--- config.mk ---
export PLATFORM = sky130hd
export DESIGN_NAME = operand_entry
export DESIGN_NICKNAME = d
export VERILOG_FILES = /design/src/rtl/operand_entry.sv
export SDC_FILE = /design/constraint.sdc
export NUM_CORES = 1
export LEC_CHECK = 0
export ABC_AREA = 1
export CORE_MARGIN = 3
export CORE_UTILIZATION = 60
export DETAILED_ROUTE_END_ITERATION = 12
export GPL_ROUTABILITY_DRIVEN = 1
export PLACE_DENSITY = 0.85
export SYNTH_ARGS = -nofsm -noshare
export SYNTH_HDL_FRONTEND = slang
export SYNTH_SLANG_ARGS = --single-unit
export TNS_END_PERCENT = 10
--- constraint.sdc ---
create_clock -name clk -period 5.1 [get_ports clk]
set_clock_uncertainty 0.2 [all_clocks]
set_input_delay 1.02 -clock clk [delete_from_list [all_inputs] [get_ports clk]]
set_output_delay 1.02 -clock clk [all_outputs]
set_load 0.05 [all_outputs]
--- src/rtl/operand_entry.sv ---
// -----------------------------------------------------------------------------
// operand_entry
//
// Front-end input stage for the 3-bit adder / bit-count display datapath.
// Synchronizes the switch bank and three pushbuttons, debounces the buttons,
// and latches operand A / operand B from the shared switch bank on presses.
//
// Ports:
//   clk      in   system clock
//   reset    in   asynchronous, active-high; clears all state
//   sw       in   [W]  raw switch bank (asynchronous to clk)
//   btn_a    in   raw pushbutton, load operand A (bouncy, active-high)
//   btn_b    in   raw pushbutton, load operand B (bouncy, active-high)
//   btn_clr  in   raw pushbutton, clear both operands (bouncy, active-high)
//   a        out  [W]  registered operand A
//   b        out  [W]  registered operand B
//   upd      out  one-cycle pulse in the first cycle new a/b values are visible
//   ready    out  high while both operands have been loaded since last clear
// -----------------------------------------------------------------------------
module operand_entry #(
  parameter int W        = 3,
  parameter int DB_COUNT = 1000000
) (
  input  logic         clk,
  input  logic         reset,
  input  logic [W-1:0] sw,
  input  logic         btn_a,
  input  logic         btn_b,
  input  logic         btn_clr,
  output logic [W-1:0] a,
  output logic [W-1:0] b,
  output logic         upd,
  output logic         ready
);

  localparam int            CW      = (DB_COUNT > 1) ? $clog2(DB_COUNT) : 1;
  localparam logic [CW-1:0] CNT_MAX = CW'(DB_COUNT - 1);

  // Button vector index: 0 = A, 1 = B, 2 = CLR.
  localparam int IDX_A   = 0;
  localparam int IDX_B   = 1;
  localparam int IDX_CLR = 2;

  typedef enum logic [1:0] {
    EMPTY  = 2'd0,
    HAVE_A = 2'd1,
    HAVE_B = 2'd2,
    READY  = 2'd3
  } state_t;

  logic [W-1:0]  sw_m_q, sw_s_q;
  logic [2:0]    btn_raw;
  logic [2:0]    btn_m_q, btn_s_q;
  logic [2:0]    db_q, db_dly_q;
  logic [CW-1:0] cnt_q [3];
  logic [2:0]    press;

  state_t        state_q;
  logic [W-1:0]  a_q, b_q;
  logic          upd_q;

  assign btn_raw = {btn_clr, btn_b, btn_a};

  // Two-flop synchronizers on every raw input, including each switch bit.
  // NOTE: sequential state uses non-blocking (<=) so every flop samples the
  // pre-edge value of its source; blocking here would collapse the pipeline.
  always_ff @(posedge clk or posedge reset) begin
    if (reset) begin
      sw_m_q  <= '0;
      sw_s_q  <= '0;
      btn_m_q <= '0;
      btn_s_q <= '0;
    end else begin
      sw_m_q  <= sw;
      sw_s_q  <= sw_m_q;
      btn_m_q <= btn_raw;
      btn_s_q <= btn_m_q;
    end
  end

  // Debounce: db follows btn_s only after DB_COUNT consecutive mismatching
  // cycles; any return to agreement restarts the count.
  // NOTE: the counter array is reset explicitly so a reset mid-debounce
  // discards the partial count instead of leaving it to finish afterwards.
  always_ff @(posedge clk or posedge reset) begin
    if (reset) begin
      db_q     <= '0;
      db_dly_q <= '0;
      for (int i = 0; i < 3; i++) cnt_q[i] <= '0;
    end else begin
      db_dly_q <= db_q;
      for (int i = 0; i < 3; i++) begin
        if (btn_s_q[i] == db_q[i]) begin
          cnt_q[i] <= '0;
        end else if (cnt_q[i] == CNT_MAX) begin
          db_q[i]  <= btn_s_q[i];
          cnt_q[i] <= '0;
        end else begin
          cnt_q[i] <= cnt_q[i] + 1'b1;
        end
      end
    end
  end

  // Rising edge of the debounced level only; releases produce nothing.
  assign press = db_q & ~db_dly_q;

  // Operand registers, update strobe and status FSM. Clear wins over loads.
  always_ff @(posedge clk or posedge reset) begin
    if (reset) begin
      state_q <= EMPTY;
      a_q     <= '0;
      b_q     <= '0;
      upd_q   <= 1'b0;
    end else begin
      upd_q <= |press;
      if (press[IDX_CLR]) begin
        a_q     <= '0;
        b_q     <= '0;
        state_q <= EMPTY;
      end else begin
        if (press[IDX_A]) a_q <= sw_s_q;
        if (press[IDX_B]) b_q <= sw_s_q;
        // Reloading an operand already held leaves the state unchanged.
        case (state_q)
          EMPTY: begin
            if (press[IDX_A] && press[IDX_B]) state_q <= READY;
            else if (press[IDX_A])            state_q <= HAVE_A;
            else if (press[IDX_B])            state_q <= HAVE_B;
          end
          HAVE_A:  if (press[IDX_B]) state_q <= READY;
          HAVE_B:  if (press[IDX_A]) state_q <= READY;
          default: ;  // READY is absorbing until clear
        endcase
      end
    end
  end

  assign a     = a_q;
  assign b     = b_q;
  assign upd   = upd_q;
  assign ready = (state_q == READY);

endmodule

# After elaboration in Yosys (flattened, before gate mapping)

Cells that the tools add are included.

Add/subtract/negate cells: 3
Equal/unequal tests: 12
Mux-type cells: 17
Bitwise gates (word level): 5
Reduce and logical (&&, ||, !) cells: 10

Operators with widths:

| cell                                           | number |
|---|---|
| 2-to-1 mux 20 bit                              | 6 |
| adder 20 x 1 -> 20 bit (second input constant) | 3 |
| == test 20 bit (second input constant)         | 3 |
| 2-to-1 mux 2 bit                               | 6 |
| 2-to-1 mux 3 bit                               | 4 |
| != test 3 bit (second input constant)          | 2 |
| one-hot mux 2 bit (3 select lines)             | 1 |
| AND reduction 2 bit                            | 3 |
| != test 5 bit (second input constant)          | 1 |
| == test 2 bit (second input constant)          | 2 |
| AND reduction 4 bit                            | 1 |
| nonzero test 2 bit                             | 2 |
| nonzero test 4 bit                             | 1 |
| bitwise AND 3 bit                              | 1 |
| == test 1 bit                                  | 3 |
| NOT 1 bit                                      | 3 |
| NOT 3 bit                                      | 1 |
| OR reduction 3 bit                             | 1 |
| == test 2 x 1 -> 1 bit (second input constant) | 1 |
| logical NOT 2 bit                              | 1 |
| logical AND 1 bit                              | 1 |

Flip-flop bits (word level): 87
Input port bits: 8
Output and inout port bits: 8

# Longest topological paths before layout

Gate-level depths: netlist of run 1.

Depth after elaboration: 7
Gate-level depth with buffers: 10

# Worst setup path after synthesis of run 1

Ideal clock, no wire load.

Kind: register to output
From: register state_q[0]
To: output port ready
Arrival: 0.826 ns
Required time: 3.880 ns
Slack: 3.054 ns
Stages on the path, launching flop included: 2
Cell sequence: dfrtp_1 -> ha_1

Cells in the longest elaborated chain, start to end: 1

RTL lines:

| element                | line | source |
|---|---|---|
| from (decl)            | 58   | `state_t state_q;` |
| from (signal assigned) | 111  | `state_q <= EMPTY;` |
| from (signal assigned) | 120  | `state_q <= EMPTY;` |
| from (signal assigned) | 127  | `if (press[IDX_A] && press[IDX_B]) state_q <= READY;` |
| == test 2 bit          | 142  | `assign ready = (state_q == READY);` |
| to (decl)              | 33   | `output logic ready` |

Every way passes these cells.

# Worst setup path after layout of run 1

Same ends and word-level chain as after synthesis.

==> results of run 1 <==
-- cell type report --
cell class | instances | area [um^2] | share of cell area
clock buffers | 11 | 141 | 0.0293
clock inverters | 5 | 33.8 | 0.00701
inverters | 53 | 200 | 0.0415
multi-input cells | 383 | 1990 | 0.413
flip-flops and latches | 87 | 2180 | 0.452
well taps | 96 | 120 | 0.0249
repair buffers | 16 | 158 | 0.0327
-- cells by family after synthesis --
family                   after synthesis  synth area share
AO/OA/AOI/OAI                         24            0.0321
XOR/XNOR                              37            0.0776
adder cells (fa/ha/maj)                7            0.0200
buffers and inverters                 54            0.0467
flip-flops                            87             0.498
AND/OR/NAND/NOR                      315             0.326
-- through the flow --
stage | hold WS [ns] | area (um^2) | setup WS, ns
floorplan | 0.131 | 4370 | 1.63
global placement | 0.132 | 4650 | 2.39
detailed placement | 0.140 | 4650 | 2.34
CTS | 0.158 | 4820 | 2.15
global route | 0.170 | 4820 | 2.11
finish | 0.156 | 4820 | 2.16
-- cells in the mapped netlist --
cell,instances
dfrtp_1,87
xnor2_2,1
nand4_1,8
xor2_2,1
nor3b_1,2
nand3_1,37
nor2_1,124
a21oi_1,8
nand3_2,4
a31oi_1,1
o21bai_1,3
a21oi_4,1
o21ai_0,10
nand2_4,1
nand3b_1,3
nor2_2,7
and2_1,1
inv_1,48
nor3_2,1
nand2_1,104
nor2_4,7
nand3_4,1
xor2_1,23
buf_2,1
o21ai_1,1
nor3_1,5
ha_1,7
xnor2_1,12
inv_2,5
nand2_2,10
-- sequential cells by signal, indices dropped and copies added, names as in the netlist --
register and cells:
state_q 2, a 3, upd 1, b 3, sw_s_q 3, db_dly_q 3, btn_s_q 3, cnt_q 60
btn_m_q 3, db_q 3, sw_m_q 3
-- per-layer routing --
layer,wire length [um],global-route usage,up-vias
met4,99,0.0691,0
met3,312,0.0447,13
met1,3690,0.282,1625
met2,3980,0.361,84
li1,-,-,1684
met5,0,0,-
-- layout by cell type, fill, tap and decap left out, types with 4 or more instances in the layout --
cell / synthesis / layout
nand4_1: 8 / 8
nand3_2: 4 / 4
ha_1: 7 / 7
dfrtp_1: 87 / 87
inv_1: 48 / 47
nor3_1: 5 / 5
nor2_2: 7 / 7
o21ai_0: 10 / 10
xor2_1: 23 / 23
a21oi_1: 8 / 8
nor2_4: 7 / 7
clkbuf_8: 0 / 10
xnor2_1: 12 / 12
clkdlybuf4s50_1: 0 / 15
nand2_1: 104 / 104
inv_2: 5 / 5
nor2_1: 124 / 124
nand3_1: 37 / 37
nand2_2: 10 / 10
-- worst paths after layout --
| path | from | endpoint | slack (ns) | cells past startpoint |
|---|---|---|---|---|
| worst min-delay path | sw_m_q[1]$_DFF_PP0_ | sw_s_q[1]$_DFF_PP0_ | 0.16 | 0 |
| min in group asynchronous | reset | state_q[1]$_DFFE_PP0P_ | 1.04 | 2 |
| max in group asynchronous | reset | cnt_q[52]$_DFF_PP0_ | 2.78 | 3 |
| worst max register to register | cnt_q[20]$_DFF_PP0_ | cnt_q[38]$_DFF_PP0_ | 3.37 | 6 |
| worst max-delay path | state_q[0]$_DFFE_PP0P_ | ready | 2.16 | 2 |
| worst min register to register | sw_m_q[1]$_DFF_PP0_ | sw_s_q[1]$_DFF_PP0_ | 0.16 | 0 |
-- worst max-delay path, delay by kind of cell, from the launching register on --
| kind | cells | cell delay, ns |
|---|---|---|
| flops | 1 | 0.41 |
| buf+inv | 1 | 0.79 |
| fa+ha+maj | 1 | 0.17 |
-- power groups by stage --
stage	sequential (W)	combinational, W	clock, W
floorplan	0.000719	0.0000300	0
finish	0.000708	0.0000436	0.000427
global route	0.000709	0.0000509	0.000467
CTS	0.000708	0.0000450	0.000437
global placement	0.000721	0.0000431	0
detailed placement	0.000721	0.0000448	0
==> impl_metrics.yaml, run 1 <==
synth:
  synth.ff_latch_count: 87
  yosys.area.top_type: "dfrtp_1"
  avgSynthCellArea_um2: 8.34
  synthCells: 524
  syn_area_um2: 4370
  ys_seq_area_frac: 0.498
  yosysUniqueCellTypes: 30
  synth.net_count: 539
  yosysTopAreaCellShare: 0.498
  yosys_warnings: 0
  synthTopCellsByArea: "dfrtp_1 (50%), nor2_1 (11%), nand2_1 (8.9%)"
sta:
  finalHoldViolations: 0
  finalSetupTns_ns: 0
  fin_crit_ns: 2.94
  fin_crit_sh: 0.576
  rsz0062_at_grt: "false"
  finalMaxSlewViolations: 0
  setup_viol: 0
  slew_headroom: 0.291
  tightest_slew_ns: 1.06
  max_clock_freq_ghz: 0.340
floorplanning:
  start_util: 0.630
  fp.dieArea_um2: 8350
  die_w_um: 91.4
  core_um2: 6940
  die_y_um: 91.4
  rows: 30
  boundaryPins: 16
route:
  wl_per_cell_um: 12.4
  drt_wl_total_mm: 8.08
  drtAntennaViolNets: 0
  drc: 0
  dr.pass1.iters: 5
  vias: 3406
  drt-initial-drc-count: 195
  vias_per_cell: 5.23
power:
  clockPowerShare: 0.363
  p_total_w: 0.00118
  vdd.ir_drop.worst_mv: 0.179
  swShare: 0.234
  powerDensity_nw_per_um2: 244
  pwr-share-seq: 0.600
  p_leak_nw: 2.10
  p_comb_frac: 0.037
  p_int_w: 0.000903
  p_switching_w: 0.000276
clocking:
  root_buffer: "clkbuf_8"
  clkSinkCount: 87
  post_cts_buffers: 0
  ctsResizeCount: 0
  cts_tree: "yes"
  htreeDepth: 3
  cts.path.max_buffers: 2
  clk_pin_slew_ns: 0.08
  numCtsBuffers: 9
  clk_latency_ns: 0.35
  ctsHoldBuffers: 0
worst_setup_path:
  crit_required_ns: 3.88
  max_stage_delay_ns: 0.79
  crit_type: "reg2out"
  critPathMaxFanout: 4
  end_kind: "output pin"
  arrival_ns: 1.72
  crit_slowest_cell: "clkdlybuf4s50_1"
  start_kind: "flop"
  path_cells: "ha_1, clkdlybuf4s50_1"
placement:
  numPortBuffers: 15
  gp_congestion: 0.907
  dp_cells: 635
  hpwl_mm: 5.93
final_layout:
  fillerInstances: 529
  utilization: 0.694
  nNetsFinal: 565
  synthToLayoutAreaGrowth_pct: 10.3
  layout-drive-gt1-share: 0.101
  num_antenna_cells: 0
  fin_cells: 651
global_routing:
  grt_remaining_overflow: 0
  grt_usage: 0.216
  grt_pass1_wl_mm: 14.7
  grt_max_degree: 66
  grt_antenna_before_repair: 0
  grt_pass1_vias: 3326
hold_path:
  hold_path_class: "reg2reg"
outcome:
  status: "finished, final reports clean"
flow_run:
  drv_cap: 0
Power figures use the tool's default switching activity.
==> run 2, diff against run 1 <==
clock period = 3 ns   (was 5.1 ns; I/O delays follow)
==> impl_metrics.yaml, run 2 (synthesized netlist as in run 1, its figures left out) <==
clocking:
  clkSinkCount: 87
  cts_tree: "yes"
  clk_pin_slew_ns: 0.08
  htreeDepth: 3
  numCtsBuffers: 9
  ctsResizeCount: 0
  post_cts_buffers: 0
  cts.path.max_buffers: 2
  ctsHoldBuffers: 0
  root_buffer: "clkbuf_8"
  clk_latency_ns: 0.35
sta:
  finalMaxSlewViolations: 0
  tightest_slew_ns: 0.700
  fin_crit_sh: 0.835
  setup_ws_ns: 0.495
  fin_crit_ns: 2.51
  finalSetupTns_ns: 0
  finalHoldViolations: 0
  setup_viol: 0
  max_clock_freq_ghz: 0.399
  slew_headroom: 0.532
  rsz0062_at_grt: "false"
route:
  drt_wl_total_mm: 7.99
  wl_per_cell_um: 12.2
  dr.pass1.iters: 5
  vias_per_cell: 5.17
  drt-initial-drc-count: 180
  drtAntennaViolNets: 0
  drc: 0
  vias: 3376
worst_setup_path:
  arrival_ns: 1.71
  end_kind: "output pin"
  crit_type: "reg2out"
  start_kind: "flop"
  setup.worst_path.start: "state_q[0]$_DFFE_PP0P_"
  critPathMaxFanout: 4
  crit_required_ns: 2.20
  regToRegStartpoint: "cnt_q[40]$_DFF_PP0_"
  crit_path_end: "ready"
  r2r-end: "cnt_q[58]$_DFF_PP0_"
  regToRegSetupSlack_ns: 1.30
  reg2reg_depth: 8
flow_run:
  drv_cap: 0
final_layout:
  regMostFlops: "cnt_q"
  utilization: 0.703
  layout_common_cells: "nor2_1 (124), nand2_1 (104), dfrtp_1 (87)"
  fillerInstances: 508
  fin_cells: 653
  synthToLayoutAreaGrowth_pct: 11.6
  nNetsFinal: 567
  layout_commonest_cell: "nor2_1"
  num_antenna_cells: 0
  layout-drive-gt1-share: 0.101
  largest_reg_flops: 60
power:
  powerDensity_nw_per_um2: 425
  p_leak_nw: 2.12
  vdd.ir_drop.worst_mv: 0.226
floorplanning:
  rows: 30
  core_um2: 6940
  die_y_um: 91.4
  die_w_um: 91.4
  fp.dieArea_um2: 8350
  start_util: 0.630
  boundaryPins: 16
hold_path:
  holdCritStartpoint: "sw_m_q[0]$_DFF_PP0_"
  hold_path_class: "reg2reg"
placement:
  numPortBuffers: 15
  pre_cts_ws_ns: 0.867
  hpwl_mm: 5.95
  dp_cells: 637
  gp_congestion: 0.905
outcome:
  status: "finished, final reports clean"
global_routing:
  grt_pass1_wl_mm: 14.0
  grt_antenna_before_repair: 0
  grt_max_degree: 31
  grt_pass1_vias: 3230
  grt_remaining_overflow: 0
  grt_usage: 0.208
==> run 2: cell count changes in the layout (fill, tap and decap cells not counted) <==
| cell | change |
|---|---|
| clkinv_2 | -2 |
| clkinv_4 | -1 |
| bufinv_16 | +1 |
| buf_12 | +2 |
| clkbuf_1 | +2 |
==> run 2: worst min-delay path by stage <==
stage / endpoint / cells past startpoint
2_1_floorplan: btn_s_q[0]$_DFF_PP0_ / 0
3_3_place_gp: sw_s_q[1]$_DFF_PP0_ / 0
3_5_place_dp: btn_s_q[2]$_DFF_PP0_ / 0
4_1_cts: btn_s_q[2]$_DFF_PP0_ / 0
5_1_grt: btn_s_q[2]$_DFF_PP0_ / 0
6_report: sw_s_q[0]$_DFF_PP0_ / 0
==> run 2: report_power, final <==
group | internal [W] | total (W) | switching (W) | leakage, nW
clock | 0.000408 | 0.000790 | 0.000382 | 0.0936
sequential | 0.00119 | 0.00120 | 0.0000136 | 1.18
combinational | 0.0000289 | 0.0000806 | 0.0000517 | 0.851
==> run 2: per-stage QoR <==
stage / power [W] / hold slack (ns) / cell area [um^2]
2_1_floorplan: 0.00127 / 0.131 / 4380
3_3_place_gp: 0.00130 / 0.134 / 4690
3_5_place_dp: 0.00131 / 0.138 / 4690
4_1_cts: 0.00209 / 0.163 / 4880
5_1_grt: 0.00215 / 0.167 / 4880
6_report: 0.00207 / 0.158 / 4880
==> run 2: final cells by class <==
type | instances | area [um^2] | area share
repair buffers | 18 | 198 | 0.0405
clock inverters | 3 | 42.5 | 0.00872
multi-input cells | 383 | 1990 | 0.408
well taps | 96 | 120 | 0.0246
inverters | 53 | 203 | 0.0415
flip-flops and latches | 87 | 2180 | 0.446
clock buffers | 13 | 149 | 0.0305
==> run 2: metal layers <==
metal	vias to the layer above	track usage	routed length, um
met3	19	0.0423	330
met5	-	0	0
met2	78	0.361	3990
li1	1695	-	-
met1	1584	0.254	3480
met4	0	0.0829	185
==> run 2: worst max-delay path: stages, from the launching register on <==
cell             delay (ns)
dfrtp_1                0.41
ha_1                   0.16
clkdlybuf4s50_1        0.79
